**src/rtl/param_seq_shifter_pkg.sv**
```systemverilog
// ---------------------------------------------------------------------------
// param_seq_shifter_pkg
//   Shared constants for the sequential shift/rotate unit.
//   - Operation codes carried on ctrl (3 bits). Codes above OP_ROL are illegal.
//   - FSM state codes (2 bits). They also appear on the state_dbg output.
//   - op_legal(): true for the five implemented operations.
// ---------------------------------------------------------------------------
package param_seq_shifter_pkg;

    typedef logic [2:0] op_t;
    typedef logic [1:0] state_t;

    localparam op_t OP_SLL = 3'b000;
    localparam op_t OP_SRL = 3'b001;
    localparam op_t OP_SRA = 3'b010;
    localparam op_t OP_ROR = 3'b011;
    localparam op_t OP_ROL = 3'b100;

    localparam state_t S_IDLE  = 2'd0;
    localparam state_t S_SHIFT = 2'd1;
    localparam state_t S_DONE  = 2'd2;

    function automatic logic op_legal(input op_t op);
        return (op <= OP_ROL);
    endfunction

endpackage

```
**src/rtl/param_seq_shifter_if.sv**
```systemverilog
// ---------------------------------------------------------------------------
// param_seq_shifter_if
//   Request/result bundle of the shift unit.
//   Request side : in_valid, in_ready, ctrl, shift_amt, data_in
//   Result side  : out_valid, out_ready, data_out, carry_out, err
//   Status       : busy
//   Modports: master = requester/consumer, slave = the shift unit.
//
//   Handshake: a transfer happens on a rising clk edge where valid and ready
//   are both high. The producer holds valid (and its payload) until that
//   edge; ready may be high with valid low. The unit holds out_valid and
//   the result stable until out_ready is seen.
// ---------------------------------------------------------------------------
interface param_seq_shifter_if #(
    parameter int WIDTH   = 8,
    parameter int SHAMT_W = $clog2(WIDTH)
);
    logic               in_valid;
    logic               in_ready;
    logic [2:0]         ctrl;
    logic [SHAMT_W-1:0] shift_amt;
    logic [WIDTH-1:0]   data_in;
    logic               out_valid;
    logic               out_ready;
    logic [WIDTH-1:0]   data_out;
    logic               carry_out;
    logic               err;
    logic               busy;

    modport master (
        output in_valid, ctrl, shift_amt, data_in, out_ready,
        input  in_ready, out_valid, data_out, carry_out, err, busy
    );

    modport slave (
        input  in_valid, ctrl, shift_amt, data_in, out_ready,
        output in_ready, out_valid, data_out, carry_out, err, busy
    );
endinterface

```
**src/rtl/param_seq_shifter_shift_step.sv**
```systemverilog
// ---------------------------------------------------------------------------
// param_seq_shifter_shift_step
//   Combinational single step of the sequential shifter: shifts/rotates
//   data by k positions (0..STEP) in the given mode.
//   Ports:
//     data    in  WIDTH    current working value
//     mode    in  3        operation code (OP_*)
//     k       in  SHAMT_W  positions for this step
//     data_o  out WIDTH    shifted value
//     carry_o out 1        last bit shifted out / wrapped; 0 when k==0
//   Illegal modes pass data through with carry 0.
// ---------------------------------------------------------------------------
module param_seq_shifter_shift_step
    import param_seq_shifter_pkg::*;
#(
    parameter int WIDTH   = 8,
    parameter int SHAMT_W = $clog2(WIDTH)
) (
    input  logic [WIDTH-1:0]   data,
    input  logic [2:0]         mode,
    input  logic [SHAMT_W-1:0] k,
    output logic [WIDTH-1:0]   data_o,
    output logic               carry_o
);
    // Bit index leaving on the right: k-1.
    logic [SHAMT_W-1:0] idx_right;
    // Bit index leaving on the left: WIDTH-k. WIDTH is a power of two, so
    // WIDTH-k modulo 2^SHAMT_W is simply -k (valid for k >= 1).
    logic [SHAMT_W-1:0] idx_left;
    // Complementary rotate distance; one bit wider so WIDTH itself fits.
    logic [SHAMT_W:0]   k_wrap;

    assign idx_right = k - SHAMT_W'(1);
    assign idx_left  = -k;
    assign k_wrap    = (SHAMT_W+1)'(WIDTH) - {1'b0, k};

    always_comb begin
        data_o  = data;
        carry_o = 1'b0;
        if (k != '0) begin
            case (mode)
                OP_SLL: begin
                    data_o  = data << k;
                    carry_o = data[idx_left];
                end
                OP_SRL: begin
                    data_o  = data >> k;
                    carry_o = data[idx_right];
                end
                OP_SRA: begin
                    data_o  = $signed(data) >>> k;
                    carry_o = data[idx_right];
                end
                OP_ROR: begin
                    data_o  = (data >> k) | (data << k_wrap);
                    carry_o = data[idx_right];   // becomes the new MSB
                end
                OP_ROL: begin
                    data_o  = (data << k) | (data >> k_wrap);
                    carry_o = data[idx_left];    // becomes the new LSB
                end
                default: begin
                    data_o  = data;
                    carry_o = 1'b0;
                end
            endcase
        end
    end

endmodule

```
**src/rtl/param_seq_shifter.sv**
```systemverilog
// ---------------------------------------------------------------------------
// param_seq_shifter
//   Multi-cycle shift/rotate execution unit. Shifts a WIDTH-bit operand by
//   0..WIDTH-1 positions, at most STEP positions per clock, in SLL, SRL,
//   SRA, ROR or ROL mode. One request in flight at a time.
//   Ports:
//     clk        in   rising-edge clock
//     rst_n      in   asynchronous active-low reset
//     bus        slave modport of param_seq_shifter_if (request, result,
//                carry_out, err, busy)
//     state_dbg  out  current FSM state (S_IDLE/S_SHIFT/S_DONE)
//   Result latency from the accept edge: 1 + ceil(shift_amt/STEP) cycles,
//   1 cycle for shift_amt==0 or an illegal ctrl.
// ---------------------------------------------------------------------------
module param_seq_shifter
    import param_seq_shifter_pkg::*;
#(
    parameter int WIDTH   = 8,
    parameter int STEP    = 1,
    parameter int SHAMT_W = $clog2(WIDTH)
) (
    input  logic                clk,
    input  logic                rst_n,
    param_seq_shifter_if.slave  bus,
    output logic [1:0]          state_dbg
);
    localparam logic [SHAMT_W-1:0] STEP_MAX = SHAMT_W'(STEP);

    state_t             state_q;
    op_t                mode_q;
    logic [WIDTH-1:0]   data_q;
    logic [SHAMT_W-1:0] rem_q;
    logic               carry_q;
    logic               err_q;

    logic               accept;
    logic               req_legal;
    logic [SHAMT_W-1:0] step_k;
    logic [WIDTH-1:0]   step_data;
    logic               step_carry;

    assign accept    = bus.in_valid && (state_q == S_IDLE);
    assign req_legal = op_legal(bus.ctrl);
    assign step_k    = (rem_q > STEP_MAX) ? STEP_MAX : rem_q;

    param_seq_shifter_shift_step #(
        .WIDTH   (WIDTH),
        .SHAMT_W (SHAMT_W)
    ) u_step (
        .data    (data_q),
        .mode    (mode_q),
        .k       (step_k),
        .data_o  (step_data),
        .carry_o (step_carry)
    );

    // data_q is both the working shift register and the result register;
    // an illegal request leaves it holding the untouched operand.
    always_ff @(posedge clk or negedge rst_n) begin
        if (!rst_n) begin
            state_q <= S_IDLE;
            mode_q  <= OP_SLL;
            data_q  <= '0;
            rem_q   <= '0;
            carry_q <= 1'b0;
            err_q   <= 1'b0;
        end else begin
            case (state_q)
                S_IDLE: begin
                    if (accept) begin
                        mode_q  <= bus.ctrl;
                        data_q  <= bus.data_in;
                        rem_q   <= bus.shift_amt;
                        carry_q <= 1'b0;
                        err_q   <= !req_legal;
                        if ((bus.shift_amt == '0) || !req_legal) begin
                            state_q <= S_DONE;
                        end else begin
                            state_q <= S_SHIFT;
                        end
                    end
                end
                S_SHIFT: begin
                    data_q  <= step_data;
                    carry_q <= step_carry;
                    rem_q   <= rem_q - step_k;
                    if (rem_q == step_k) begin
                        state_q <= S_DONE;
                    end
                end
                S_DONE: begin
                    if (bus.out_ready) begin
                        state_q <= S_IDLE;
                    end
                end
                default: begin
                    state_q <= S_IDLE;
                end
            endcase
        end
    end

    assign bus.in_ready  = (state_q == S_IDLE);
    assign bus.out_valid = (state_q == S_DONE);
    assign bus.busy      = (state_q != S_IDLE);
    assign bus.data_out  = data_q;
    assign bus.carry_out = carry_q;
    assign bus.err       = err_q;
    assign state_dbg     = state_q;

endmodule

```
**src/flat_wrapper.sv**
```systemverilog
// flat-port wrapper written by rule: the top's interface ports become plain ports
module param_seq_shifter_flat import param_seq_shifter_pkg::*;
#(
    parameter int WIDTH   = 8,
    parameter int STEP    = 1,
    parameter int SHAMT_W = $clog2(WIDTH)
)
  (clk, rst_n, state_dbg, bus_in_valid, bus_ctrl, bus_shift_amt, bus_data_in, bus_out_ready, bus_in_ready, bus_out_valid, bus_data_out, bus_carry_out, bus_err, bus_busy);
  param_seq_shifter_if #(.WIDTH(WIDTH), .SHAMT_W(SHAMT_W)) bus_i ();
  input  logic clk;
  input  logic rst_n;
  output logic [1:0] state_dbg;
  input wire logic [$bits(bus_i.in_valid)-1:0] bus_in_valid;
  input wire logic [$bits(bus_i.ctrl)-1:0] bus_ctrl;
  input wire logic [$bits(bus_i.shift_amt)-1:0] bus_shift_amt;
  input wire logic [$bits(bus_i.data_in)-1:0] bus_data_in;
  input wire logic [$bits(bus_i.out_ready)-1:0] bus_out_ready;
  output wire logic [$bits(bus_i.in_ready)-1:0] bus_in_ready;
  output wire logic [$bits(bus_i.out_valid)-1:0] bus_out_valid;
  output wire logic [$bits(bus_i.data_out)-1:0] bus_data_out;
  output wire logic [$bits(bus_i.carry_out)-1:0] bus_carry_out;
  output wire logic [$bits(bus_i.err)-1:0] bus_err;
  output wire logic [$bits(bus_i.busy)-1:0] bus_busy;
  assign bus_i.in_valid = bus_in_valid;
  assign bus_i.ctrl = bus_ctrl;
  assign bus_i.shift_amt = bus_shift_amt;
  assign bus_i.data_in = bus_data_in;
  assign bus_i.out_ready = bus_out_ready;
  assign bus_in_ready = bus_i.in_ready;
  assign bus_out_valid = bus_i.out_valid;
  assign bus_data_out = bus_i.data_out;
  assign bus_carry_out = bus_i.carry_out;
  assign bus_err = bus_i.err;
  assign bus_busy = bus_i.busy;
  param_seq_shifter #(.WIDTH(WIDTH), .STEP(STEP), .SHAMT_W(SHAMT_W)) u_core (.clk(clk), .rst_n(rst_n), .bus(bus_i), .state_dbg(state_dbg));
endmodule
```
**config.mk**
```make
export PLATFORM = sky130hd
export DESIGN_NAME = param_seq_shifter_flat
export DESIGN_NICKNAME = d
export VERILOG_FILES = /design/src/rtl/param_seq_shifter_pkg.sv /design/src/rtl/param_seq_shifter_if.sv /design/src/rtl/param_seq_shifter_shift_step.sv /design/src/rtl/param_seq_shifter.sv /design/src/flat_wrapper.sv
export SDC_FILE = /design/constraint.sdc
export NUM_CORES = 1
export LEC_CHECK = 0
export CAP_MARGIN = 20
export CELL_PAD_IN_SITES_DETAIL_PLACEMENT = 1
export CELL_PAD_IN_SITES_GLOBAL_PLACEMENT = 1
export CORE_ASPECT_RATIO = 1.5
export CORE_MARGIN = 2
export CORE_UTILIZATION = 41
export CTS_CLUSTER_SIZE = 25
export DETAILED_ROUTE_END_ITERATION = 10
export GPL_TIMING_DRIVEN = 0
export PLACE_DENSITY = 0.85
export SLEW_MARGIN = 5
export SYNTH_ARGS = -nofsm -noshare
export SYNTH_HDL_FRONTEND = slang
export SYNTH_SLANG_ARGS = --single-unit
```
**constraint.sdc**
```tcl
create_clock -name clk -period 4.5 [get_ports clk]
set_input_delay 0.9 -clock clk [delete_from_list [all_inputs] [get_ports clk]]
set_output_delay 0.9 -clock clk [all_outputs]
set_load 0.01 [all_outputs]
```
Yosys cells after proc, flatten, opt, wreduce, memory -nomap -nowiden
Cells that the tools add are included.

$add $sub $neg: 4. Multiply operators: 0. Div/mod/pow operators: 0. Order comparisons: 4. Equality and inequality tests: 12. Shift-type cells: 5. Mux-type cells: 20. Bitwise logic cells: 2. Reductions and logical operators: 15.

Operators by type and width (number): case mux 8 bit (5 select lines) (1); two-way mux 8 bit (2); bitwise OR 8 bit (2); case mux 8 bit (2 select lines) (1); < comparator 3 x 4 -> 1 bit, second input constant (2); two-way mux 2 bit (4); left shift 8 x 3 -> 8 bit (1); left shift 8 x 4 -> 8 bit (1); >> shifter 8 x 3 -> 8 bit (1); >> shifter 8 x 4 -> 8 bit (1); >>> shifter 8 x 3 -> 8 bit (1); binary-select mux 1 bit (select 3 bit) (2); equality test 3 x 2 -> 1 bit, second input constant (2); logical NOT 3 bit (2); two-way mux 3 bit (2); != test 6 bit, second input constant (1); case mux 2 bit (3 select lines) (1); case mux 3 bit (2 select lines) (1); two-way mux 1 bit (4); != test 2 x 1 -> 1 bit, second input constant (2); != test 2 bit, second input constant (2); case mux 1 bit (2 select lines) (2); AND reduction 2 bit (2); AND reduction 4 bit (1); other kinds (20) (21).

Register bits: 18. Bits in latches: 0. Bits in writable memories: 0. ROM bits: 0. Input port bits: 18. Logic and storage cells: 68. Memories: 0.

Longest topological paths before layout
Gate-level depths: netlist (run 1).

Depth in word-level cells: 8. Depth in mapped cells: 12. Depth with buffers taken out: 9.

By module
Synthesis (run 1) repeated with hierarchy kept, for this count alone.

Cell total of the unflattened synthesis: 290. Area total of the unflattened synthesis: 2304.7 um^2.

By module, submodules not included: param_seq_shifter_shift_step (instances 1, cells each 194, area an instance 1350.0 um^2); param_seq_shifter (instances 1, cells each 96, area an instance 954.7 um^2).

Worst setup path after synthesis (run 1)
OpenSTA, ideal clock, no wires.

Path type: register to register. From: register u_core.rem_q[1]. To: register u_core.data_q[7] (netlist: u_core.bus.data_out[7]). Arrival time: 2.583 ns. Required time: 4.365 ns. Slack: 1.783 ns. Stages on the path, launching flop included: 12. Path buffers: 3. Period minus slack after synthesis: 2.717 ns. Path through: dfrtp_1 buf_6 or3_4 inv_1 buf_2 ha_1 clkbuf_1 mux4_2 nand2_1 a21oi_1 a2111oi_0 o31ai_1.

Word-level cells in the longest chain between the ends: 8. Elaborated cells between the ends (all ways): 16. Those cells by class: add/sub: 1; order compare: 1; eq/ne: 1; shift: 5; mux: 4; bitwise: 2; reduce/logical: 2.

RTL lines: start: declaration (RTL line param_seq_shifter.sv:32) `logic [SHAMT_W-1:0] rem_q;`; start signal: assignment (RTL line param_seq_shifter.sv:73) `rem_q <= bus.shift_amt;`; start signal: assignment (RTL line param_seq_shifter.sv:86) `rem_q <= rem_q - step_k;`; greater-than comparator 3 x 1 -> 1 bit (RTL line param_seq_shifter.sv:44) `assign step_k = (rem_q > STEP_MAX) ? STEP_MAX : rem_q;`; two-way mux 3 bit (*) (RTL line param_seq_shifter.sv:44); subtractor 4 x 3 -> 4 bit (RTL line param_seq_shifter_shift_step.sv:35) `assign k_wrap = (SHAMT_W+1)'(WIDTH) - {1'b0, k};`; >> shifter 8 x 4 -> 8 bit or left shift 8 x 4 -> 8 bit (tied branches) (RTL line param_seq_shifter_shift_step.sv:59, param_seq_shifter_shift_step.sv:55); bitwise OR 8 bit, on equally long branches (RTL line param_seq_shifter_shift_step.sv:59, param_seq_shifter_shift_step.sv:55); case mux 8 bit (5 select lines) (RTL line param_seq_shifter_shift_step.sv:41) `case (mode)`; two-way mux 8 bit (RTL line param_seq_shifter_shift_step.sv:40) `if (k != '0) begin`; case mux 8 bit (2 select lines) (RTL line param_seq_shifter.sv:68) `case (state_q)`; end signal: assignment (RTL line param_seq_shifter.sv:72) `data_q <= bus.data_in;`; end signal: assignment (RTL line param_seq_shifter.sv:84) `data_q <= step_data;`; end: declaration (RTL line param_seq_shifter.sv:31) `logic [WIDTH-1:0] data_q;`.

Every way passes the cells marked *; elsewhere a longest branch is shown, timed or not. The select of a mux whose other input is x is not followed. A chain may end at the register's enable or synchronous reset.

Worst setup path in the final report (run 1)
From: register u_core.rem_q[2]. To: register u_core.data_q[0] (netlist: u_core.bus.data_out[0]).

The elaborated chain is that of the path after synthesis.

==> results of run 1 <==
==> synth_stat cells (2+ instances only) <==
cell type / n
dfrtp_1: 18
a21oi_1: 23
buf_2: 5
inv_1: 8
a22oi_1: 2
nand3_1: 2
nand2_1: 28
or3_1: 2
nand2b_1: 4
a31oi_1: 6
o21bai_1: 2
ha_1: 3
nor3_1: 2
clkbuf_1: 12
and3b_1: 2
o32ai_1: 2
a32oi_1: 2
nor2b_1: 5
a2111oi_0: 2
o31ai_1: 7
nor2_1: 21
buf_6: 2
o21a_1: 2
mux2i_1: 7
nor3b_1: 2
mux2_2: 3
o21ai_0: 13
nand4_1: 2
o211ai_1: 2
a211oi_1: 2
a221o_1: 2
==> routing by layer <==
| layer | global-route usage | wire [µm] |
|---|---|---|
| met1 | 0.3253 | 2448 |
| met2 | 0.5247 | 3284 |
| met3 | 0.03271 | 264 |
| met4 | 0.1190 | 147 |
| met5 | 0 | 0 |
==> flip-flops by register name (all words and copies together), names as in the netlist <==
signal and cells:
u_core.bus.carry_out 1, u_core.bus.err 1, u_core.mode_q 3, u_core.state_dbg 2, u_core.rem_q 3, u_core.bus.data_out 8
==> worst max path at each step <==
| stage | from | end | slack, ns | depth (start not counted) |
|---|---|---|---|---|
| after floorplan | u_core.rem_q[1]$_DFFE_PN0P_ | u_core.bus.data_out[7]$_DFFE_PN0P_ | 1.78 | 11 |
| after global placement | bus_in_valid | u_core.bus.data_out[0]$_DFFE_PN0P_ | 1.37 | 6 |
| after detailed placement | bus_in_valid | u_core.bus.data_out[0]$_DFFE_PN0P_ | 1.33 | 6 |
| after CTS | u_core.rem_q[2]$_DFFE_PN0P_ | u_core.bus.data_out[7]$_DFFE_PN0P_ | 1.37 | 12 |
| after global routing | u_core.rem_q[2]$_DFFE_PN0P_ | u_core.bus.data_out[2]$_DFFE_PN0P_ | 1.14 | 12 |
| final | u_core.rem_q[2]$_DFFE_PN0P_ | u_core.bus.data_out[0]$_DFFE_PN0P_ | 1.35 | 12 |
==> power by group through the flow <==
stage / Clock (mW) / Combinational (mW) / Sequential [mW]
after global placement: 0 / 1.23 / 0.348
final: 0.143 / 1.28 / 0.349
after global routing: 0.149 / 1.40 / 0.360
after CTS: 0.143 / 1.27 / 0.349
after detailed placement: 0 / 1.26 / 0.352
after floorplan: 0 / 0.822 / 0.337
==> through the flow <==
| stage | hold slack (ns) | worst slack [ns] | utilization | instances |
|---|---|---|---|---|
| after global routing | 0.5713 | 1.138 | 0.5383 | 302 |
| after floorplan | 0.5142 | 1.783 | - | 221 |
| after CTS | 0.5097 | 1.368 | 0.5383 | 302 |
| after global placement | 0.4688 | 1.371 | 0.5242 | 298 |
| after detailed placement | 0.4759 | 1.330 | 0.5242 | 298 |
| final | 0.5027 | 1.353 | 0.5383 | 302 |
==> area by class of cell <==
type | instances | area, µm²
fill | 512 | 1812
multi-input combinational | 176 | 1107
timing repair buffer | 32 | 320.3
buffer | 19 | 92.59
inverter | 8 | 30.03
sequential | 18 | 450.4
clock buffer | 4 | 55.05
tap | 45 | 56.30
==> cell families (layout without fill, tap and decap cells) <==
family / count (synthesis) / count (layout) / synth area share
AND/OR/NAND/NOR: 81 / 81 / 0.2455
AO/OA/AOI/OAI: 79 / 79 / 0.3127
buffers and inverters: 27 / 63 / 0.07313
flip-flops: 18 / 18 / 0.2687
multiplexers: 11 / 11 / 0.07537
adder cells (fa/ha/maj): 3 / 3 / 0.02239
other: 1 / 2 / 0.002237
==> worst reg2reg max path: stages, from the launching register on <==
cell	delay, ns
dfrtp_1	0.36
buf_2	0.17
or3_4	0.41
inv_1	0.15
buf_2	0.26
ha_1	0.20
ha_1	0.24
clkbuf_1	0.21
buf_2	0.24
a31oi_1	0.20
a32oi_1	0.14
or3_1	0.34
a31oi_1	0.16
==> run summary, run 1 <==
Status: finished, final reports clean
Initial Utilization: 0.4273
Part of the power in registers: 0.197
Hold worst-path end: u_core.bus.err$_DFFE_PN0P_
Max Cap Viol: 0
Num Clock Sinks: 18
R2r endpoint: u_core.bus.data_out[0]$_DFFE_PN0P_
GR Overflow Total: 0
Initial DRC Count: 65
CP cell instances: buf_2, or3_4, inv_1, buf_2, ha_1, ha_1, clkbuf_1, buf_2, a31oi_1, a32oi_1, or3_1, a31oi_1
FF-to-FF setup slack: 1.35 ns
Hold Path Class: reg2reg
Pwr dens: 839.6 nW/µm²
Peak VDD IR: 490.2 µV
Most common cell on crit path: buf_2
Clk_skew: 0.001069 ns
GPL Wtd Cong: 1.010
Number of port buffers: 32
Share of the synthesized area in the top cell type: 0.2687
WP buf/inv: 5
Total Routing Usage GR: 0.2818
Drt first pass iters: 4
# setup viols final: 0
Hold Crit Start: u_core.bus.err$_DFFE_PN0P_
CTS tree: built
Synth warn: 0
Final ANT Viol Nets: 0
Setup TNS: 0 ns
I/O pin total: 33
Post-Syn Area per Cell: 7.621 µm²
LEAKAGE: 0.8565 nW
Fmax: 317.7 MHz
Synth area leader: dfrtp_1
Total Routed Length: 6146 µm
Sequential area share after synthesis: 0.2687
Synth async-reset ratio: 1.000
Placed inst area: 2057 µm²
Internal power: 0.8499 mW
Post-CTS Setup Bufs: 0
# diodes: 0
WL/cell: 20.35 µm
CP top delay family: buffers and inverters
Fraction of layout cells with a size suffix above 1: 0.08171
Worst path max stage delay: 0.41 ns
Largest net degree at the start of global routing: 19
Least-Margin Pin Slew: 0.9068 ns
Clock root cell: clkbuf_8
Total power: 1.773 mW
WHS Path Cells: 2
NetSw: 0.9235 mW
Crit Path Max Fanout: 10
Slowest stage cell, crit path: or3_4
Post-Syn Area: 1677 µm²
Final period utilization: 0.6994
DR vias: 1923
Reg clk slew, reported paths: 0.08 ns
Fin. Hold Viols: 0
R2R depth: 12
RSZ-0062 raised after global routing: no
Initial antenna violation count: 0
Critical path arrival: 3.34 ns
CP endpoint kind: register
Num CTS Buffers: 3
Clock power share: 0.081
Number of nets in the layout: 279
Design area: 2112 µm²
HPWL after DPL: 4596 µm
Die area: 4627 µm²
Commonest non-fill, non-tap cell in the layout: clkdlybuf4s50_1
Worst setup path class: reg2reg
Crit path required time: 4.69 ns
Mapped Cells: 220
Final Critical Period: 3.147 ns
Power share of the combinational group: 0.722
Clk_lat worst skew: 0.27 ns
Crit path launch type: register
Synth area leaders: dfrtp_1 27%, a21oi_1 6.9%, nand2_1 6.3%
Row count: 28
Unique masters post-synth: 56
Area Growth Syn to Fin: 25.97%
Chip Height: 82.32 µm
Clock Path Buffers: 2
Pins Over Slew Limit: 0
Most frequent cells in the layout: 32 x clkdlybuf4s50_1, 28 x nand2_1, 23 x a21oi_1
Post-CTS sizing: 0
Hold Buf Count CTS: 0
# DRC: 0
Post-synth top flop: dfrtp_1
Post-synth EDFFs: 0
Die Wd: 56.21 µm
Switching Fraction: 0.5208
Synthesized flop and latch total: 18
H-tree depth: 1
Slew headroom: 0.3936
Vias in the first global route: 2002
Core Region: 3924 µm²
Vias per inst: 6.368
First-pass GRT wire length: 10060 µm
Reg2reg start: u_core.rem_q[2]$_DFFE_PN0P_
No activity file was read; power rests on OpenSTA's default activity.
==> inputs of run 2 (changes only) <==
--- a/config.mk
+++ b/config.mk
@@ -10,11 +10,11 @@
 export CELL_PAD_IN_SITES_GLOBAL_PLACEMENT = 1
 export CORE_ASPECT_RATIO = 1.5
 export CORE_MARGIN = 2
-export CORE_UTILIZATION = 41
+export CORE_UTILIZATION = 38
 export CTS_CLUSTER_SIZE = 25
 export DETAILED_ROUTE_END_ITERATION = 10
 export GPL_TIMING_DRIVEN = 0
-export PLACE_DENSITY = 0.85
+export PLACE_DENSITY = 0.8
 export SLEW_MARGIN = 5
 export SYNTH_ARGS = -nofsm -noshare
 export SYNTH_HDL_FRONTEND = slang
==> constraint.sdc (replaced) <==
create_clock -name clk -period 3.23 [get_ports clk]
set_input_delay 0.646 -clock clk [delete_from_list [all_inputs] [get_ports clk]]
set_output_delay 0.646 -clock clk [all_outputs]
set_load 0.01 [all_outputs]
==> run 2 against run 1 <==
Compared with the run above: flip-flop and latch count stayed put; wire length is 0.11% lower; final area increased by 0.89%; core utilization shrank 3.6 points; critical endpoint is now u_core.bus.data_out[7]$_DFFE_PN0P_; largest cell class unchanged; largest power group unchanged.
==> run summary, run 2 (synthesis gave the netlist of run 1 again) <==
First-pass GRT wire length: 10120 µm (+0.62%)
Most frequent cells in the layout: 32 x clkdlybuf4s50_1, 28 x nand2_1, 23 x a21oi_1
Reg2reg start: u_core.rem_q[2]$_DFFE_PN0P_
Largest net degree at the start of global routing: 19 (unchanged)
CP Launch Point: u_core.rem_q[2]$_DFFE_PN0P_
Initial Utilization: 0.3949 (-0.03237)
Pwr dens: 1163 nW/µm² (+39%)
I/O pin total: 33 (unchanged)
Number of nets in the layout: 279 (unchanged)
Placed cells: 299 (+0.34%)
Commonest non-fill, non-tap cell in the layout: clkdlybuf4s50_1
Area Growth Syn to Fin: 27.09%
Fmax: 326.4 MHz (+2.7%)
Reg clk slew, reported paths: 0.08 ns (about the same)
GR Overflow Total: 0 (unchanged)
Hold Buf Count CTS: 0 (unchanged)
Clk_lat worst skew: 0.27 ns (about the same)
Crit path launch type: register
Setup TNS: 0 ns (unchanged)
Max FFs per register: 8 (unchanged)
CP cell instances: buf_2, or3_4, inv_1, clkbuf_4, ha_1, clkbuf_1, mux4_2, nand2_1, a21oi_1, a2111oi_2, o31ai_1
Clock Path Buffers: 2 (unchanged)
Crit path required time: 3.36 ns (-1.33 ns)
Peak VDD IR: 531.9 µV (+8.5%)
Num Clock Sinks: 18 (unchanged)
CTS tree: built
Crit Path Max Fanout: 10 (unchanged)
Number of port buffers: 32 (unchanged)
DR vias: 1897 (-1.4%)
Least-Margin Pin Slew: 0.9290 ns (+0.02219 ns)
Final Critical Period: 3.064 ns (-0.08377 ns)
Vias in the first global route: 2029 (+1.3%)
Place WS: 0.1354 ns (-1.195 ns)
Pins Over Slew Limit: 0 (unchanged)
Clock root cell: clkbuf_8
Row count: 29 (+3.6%)
Drt first pass iters: 4 (unchanged)
Worst path max stage delay: 0.48 ns (+0.07 ns)
Vias per inst: 6.261 (-1.7%)
Die area: 4970 µm² (+7.4%)
Critical path arrival: 3.20 ns (-0.14 ns)
CP endpoint kind: register
Slowest stage cell, crit path: mux4_2
Total Routed Length: 6139 µm (-0.11%)
Status: finished, final reports clean
Setup ws final: 0.1664 ns (-1.186 ns)
Slew headroom: 0.3787 (-0.01484)
HPWL after DPL: 4564 µm (-0.71%)
# diodes: 0 (unchanged)
Max Cap Viol: 0 (unchanged)
Worst setup path class: reg2reg
H-tree depth: 1 (unchanged)
Clk_skew: 0.006020 ns (+0.004951 ns)
Fraction of layout cells with a size suffix above 1: 0.09728 (+0.01556)
Chip Height: 85.35 µm (+3.7%)
Initial antenna violation count: 0 (unchanged)
LEAKAGE: 0.8636 nW (+0.82%)
RSZ-0062 raised after global routing: no
# setup viols final: 0 (unchanged)
Post-Layout Cell Count: 303 (+0.33%)
WL/cell: 20.26 µm (-0.44%)
GPL Wtd Cong: 0.9900 (-2.0%)
Total Routing Usage GR: 0.2655 (-0.01623)
Die Wd: 58.24 µm (+3.6%)
Total power: 2.479 mW (+40%)
Final ANT Viol Nets: 0 (unchanged)
Hold Crit Start: u_core.bus.err$_DFFE_PN0P_
Initial DRC Count: 68 (+4.6%)
Final period utilization: 0.9485 (+0.2491)
Hold Path Class: reg2reg
Core Region: 4245 µm² (+8.2%)
Fin. Hold Viols: 0 (unchanged)
Num CTS Buffers: 3 (unchanged)
# DRC: 0 (unchanged)
==> run 2: layer usage <==
metal  wire length, µm  track usage  up-vias  part of all wire
met5                 0            0        -                 0
met2              3315       0.4886       73              0.54
met1              2400       0.3070      923              0.39
li1                  -            -      887                 -
met3               289      0.02591       14             0.047
met4               133      0.09937        0             0.022
==> run 2: critical path, delay by kind of cell, from the launching register on <==
family	cells	cell delay, ns
simple gates	2	0.48
flops	1	0.36
mux	1	0.48
buf+inv	4	0.82
fa+ha+maj	1	0.26
compound gates	3	0.53
==> run 2: layout make-up <==
| type | count | area (µm²) |
|---|---|---|
| fillers | 553 | 2115 |
| multi-input cells | 176 | 1121 |
| flip-flops and latches | 18 | 450.4 |
| repair buffers | 32 | 320.3 |
| plain buffers | 19 | 96.34 |
| well taps | 46 | 57.56 |
| clock buffers | 4 | 55.05 |
| inverters | 8 | 30.03 |
==> run 2: power breakdown <==
| part | leakage, nW | internal (mW) | switching [mW] | total [mW] |
|---|---|---|---|---|
| sequential | 0.223 | 0.335 | 0.157 | 0.492 |
| combinational | 0.612 | 0.752 | 1.03 | 1.79 |
| clock | 0.0288 | 0.109 | 0.0930 | 0.202 |
==> run 2: path summary, 6_finish.rpt <==
kind | slack, ns | depth (start not counted) | endpoint
min in group asynchronous | 0.90 | 1 | u_core.bus.data_out[1]$_DFFE_PN0P_
worst min-delay path | 0.50 | 2 | u_core.bus.err$_DFFE_PN0P_
max in group asynchronous | 1.77 | 1 | u_core.bus.data_out[5]$_DFFE_PN0P_
worst min register to register | 0.50 | 2 | u_core.bus.err$_DFFE_PN0P_
worst max-delay path | 0.17 | 11 | u_core.bus.data_out[7]$_DFFE_PN0P_
worst max register to register | 0.17 | 11 | u_core.bus.data_out[7]$_DFFE_PN0P_
==> run 2: what timing repair did <==
action | 4_1_cts | 5_1_grt
buffers inserted | 0 | 0
endpoints found under the hold margin | 0 | 0
endpoints found under the setup margin | 0 | 6
resized for setup | 0 | 7
==> run 2: through the flow <==
step | instance area, µm² | hold WS [ns] | util
floorplan | 1680 | 0.3504 | -
global placement | 2058 | 0.4705 | 0.4848
detailed placement | 2058 | 0.4823 | 0.4848
CTS | 2113 | 0.5056 | 0.4978
global route | 2131 | 0.5355 | 0.5019
finish | 2131 | 0.4966 | 0.5019
==> inputs of run 3 (changes only) <==
--- a/config.mk
+++ b/config.mk
@@ -10,11 +10,11 @@
 export CELL_PAD_IN_SITES_GLOBAL_PLACEMENT = 1
 export CORE_ASPECT_RATIO = 1.5
 export CORE_MARGIN = 2
-export CORE_UTILIZATION = 38
+export CORE_UTILIZATION = 30
 export CTS_CLUSTER_SIZE = 25
 export DETAILED_ROUTE_END_ITERATION = 10
 export GPL_TIMING_DRIVEN = 0
-export PLACE_DENSITY = 0.8
+export PLACE_DENSITY = 0.65
 export SLEW_MARGIN = 5
 export SYNTH_ARGS = -nofsm -noshare
 export SYNTH_HDL_FRONTEND = slang
==> run 3 against run 2 <==
Compared with the run above: clock power about the same; fmax up 0.35%; worst setup slack better by 0.011 ns; sequential share of layout area down 0.14 points; count of clock-buffer cells in the layout unchanged; worst hold slack better by 0.016 ns; core utilization down 11 points; sequential power down 2%; die area up 25%; combinational power about the same; critical path depth up 1; register-to-register slack about the same.
==> run summary, run 3 (synthesis gave the netlist of run 1 again) <==
Initial antenna violation count: 0 (unchanged)
Crit Path Max Fanout: 10 (unchanged)
Chip Height: 95.56 µm (+12%)
First-pass GRT wire length: 9998 µm (-1.2%)
Commonest non-fill, non-tap cell in the layout: clkdlybuf4s50_1
Initial Utilization: 0.3076 (-0.08731)
Layout filler cell count: 680 (+23%)
Row count: 33 (+14%)
Fraction of layout cells with a size suffix above 1: 0.08627 (-0.01100)
Critical path arrival: 3.20 ns (about the same)
Crit path launch type: register
RSZ-0062 raised after global routing: no
H-tree depth: 1 (unchanged)
DR vias: 1848 (-2.6%)
Crit path depth: 12 (+1)
Clk_lat worst skew: 0.26 ns (about the same)
Most frequent cells in the layout: 32 x clkdlybuf4s50_1, 28 x nand2_1, 23 x a21oi_1
Final ANT Viol Nets: 0 (unchanged)
# DRC: 0 (unchanged)
Total Routing Usage GR: 0.2113 (-0.05420)
Vias in the first global route: 1940 (-4.4%)
Clock Path Buffers: 2 (unchanged)
Num Clock Sinks: 18 (unchanged)
Max FFs per register: 8 (unchanged)
Die Wd: 65.04 µm (+12%)
Design area: 2145 µm² (+0.65%)
Hold Path Class: reg2reg
Clock root cell: clkbuf_8
Worst path max stage delay: 0.50 ns (+0.02 ns)
Worst setup path class: reg2reg
Pins Over Slew Limit: 0 (unchanged)
Placed inst area: 2088 µm² (+1.5%)
CP cell instances: buf_2, or3_4, inv_1, clkbuf_4, ha_1, ha_1, nor3b_2, a21oi_1, clkbuf_1, nor2_1, a21oi_1, a21oi_1
# diodes: 0 (unchanged)
GR Overflow Total: 0 (unchanged)
R2R depth: 12 (+1)
Crit path required time: 3.38 ns (+0.02 ns)
Total Routed Length: 6213 µm (+1.2%)
WP buf/inv: 4 (unchanged)
Peak VDD IR: 574.8 µV (+8.1%)
Fmax: 327.6 MHz (+0.35%)
Setup TNS: 0 ns (unchanged)
Max Cap Viol: 0 (unchanged)
Area of the multi-input gates: 1114 µm² (-0.67%)
Number of port buffers: 32 (unchanged)
CP endpoint kind: register
Initial DRC Count: 63 (-7.4%)
Place WS: 0.07330 ns (-0.06208 ns)
Die area: 6215 µm² (+25%)
Fin. Hold Viols: 0 (unchanged)
# setup viols final: 0 (unchanged)
I/O pin total: 33 (unchanged)
Post-CTS Setup Bufs: 0 (unchanged)
Slowest stage cell, crit path: clkbuf_1
Reg clk slew, reported paths: 0.08 ns (about the same)
Slew headroom: 0.3994 (+0.02068)
Register Area: 450.4 µm² (unchanged)
Num CTS Buffers: 3 (unchanged)
Final period utilization: 0.9452 (-0.003315)
Final Critical Period: 3.053 ns (-0.01071 ns)
WL/cell: 19.12 µm (-5.6%)
Status: finished, final reports clean
Vias per inst: 5.686 (-9.2%)
CP top delay family: buffers and inverters
Setup ws final: 0.1772 ns (+0.01071 ns)
Pwr dens: 1148 nW/µm² (-1.3%)
WHS: 0.5125 ns (+0.01589 ns)
Drt first pass iters: 4 (unchanged)
Largest net degree at the start of global routing: 19 (unchanged)
GPL Wtd Cong: 0.9367 (-5.4%)
WHS Path Cells: 2 (unchanged)
Core Region: 5450 µm² (+28%)
Most common cell on crit path: a21oi_1
Least-Margin Pin Slew: 0.8980 ns (-0.03093 ns)
LEAKAGE: 0.8572 nW (-0.73%)
Clk_skew: 0.002076 ns (-0.003944 ns)
CTS tree: built
HPWL after DPL: 4717 µm (+3.4%)
Number of nets in the layout: 277 (-0.72%)
Area Growth Syn to Fin: 27.91%
## run 3: changes by cell type in the layout (fill, tap and decap cells not counted), sizes merged
cell    change
clkbuf      -2
## run 3: worst reg2reg max path, cell delays in order (launching register included)
cell and delay [ns]:
dfrtp_1 0.36, buf_2 0.16, or3_4 0.40, inv_1 0.16, clkbuf_4 0.25, ha_1 0.18, ha_1 0.17, nor3b_2 0.08
a21oi_1 0.38, clkbuf_1 0.50, nor2_1 0.11, a21oi_1 0.14, a21oi_1 0.05
## run 3: path summary, 6_finish.rpt
check	start	end	slack, ns
max in group asynchronous	rst_n	u_core.rem_q[2]$_DFFE_PN0P_	1.80
min in group asynchronous	rst_n	u_core.mode_q[2]$_DFFE_PN0P_	0.88
worst min register to register	u_core.bus.err$_DFFE_PN0P_	u_core.bus.err$_DFFE_PN0P_	0.51
worst min-delay path	u_core.bus.err$_DFFE_PN0P_	u_core.bus.err$_DFFE_PN0P_	0.51
worst max-delay path	u_core.rem_q[2]$_DFFE_PN0P_	u_core.bus.data_out[3]$_DFFE_PN0P_	0.18
worst max register to register	u_core.rem_q[2]$_DFFE_PN0P_	u_core.bus.data_out[3]$_DFFE_PN0P_	0.18
## run 3: timing repair
action | CTS | global route
resized for setup | 0 | 3
setup endpoints to repair | 0 | 8
hold buffers | 0 | 0
## run 3: cell type report
cell class / instances / share of cell area
repair buffers: 32 / 0.1494
inverters: 8 / 0.01400
well taps: 70 / 0.04084
multi-input cells: 176 / 0.5193
flip-flops and latches: 18 / 0.2100
plain buffers: 17 / 0.04084
clock buffers: 4 / 0.02567
## run 3: power breakdown
part / internal, mW / leakage (nW) / switching [mW]
combinational: 0.747 / 0.606 / 1.03
clock: 0.109 / 0.0288 / 0.0924
sequential: 0.335 / 0.223 / 0.148
## run 3: through the flow
step / utilization / total power, mW / instances
6_report: 0.3935 / 2.462 / 325
5_1_grt: 0.3935 / 2.660 / 325
4_1_cts: 0.3933 / 2.454 / 327
3_5_place_dp: 0.3832 / 2.244 / 323
3_3_place_gp: 0.3832 / 2.244 / 323
2_1_floorplan: - / 1.615 / 221
## run 3: layer usage
metal  share of wire  vias to the layer above  routed length [µm]  GRT usage
met1            0.41                      892                2556     0.2502
met2            0.53                       57                3278     0.3926
met3           0.033                       12                 206    0.01653
met4           0.028                        0                 172    0.07986
met5               0                        -                   0          0
li1                -                      887                   -          -
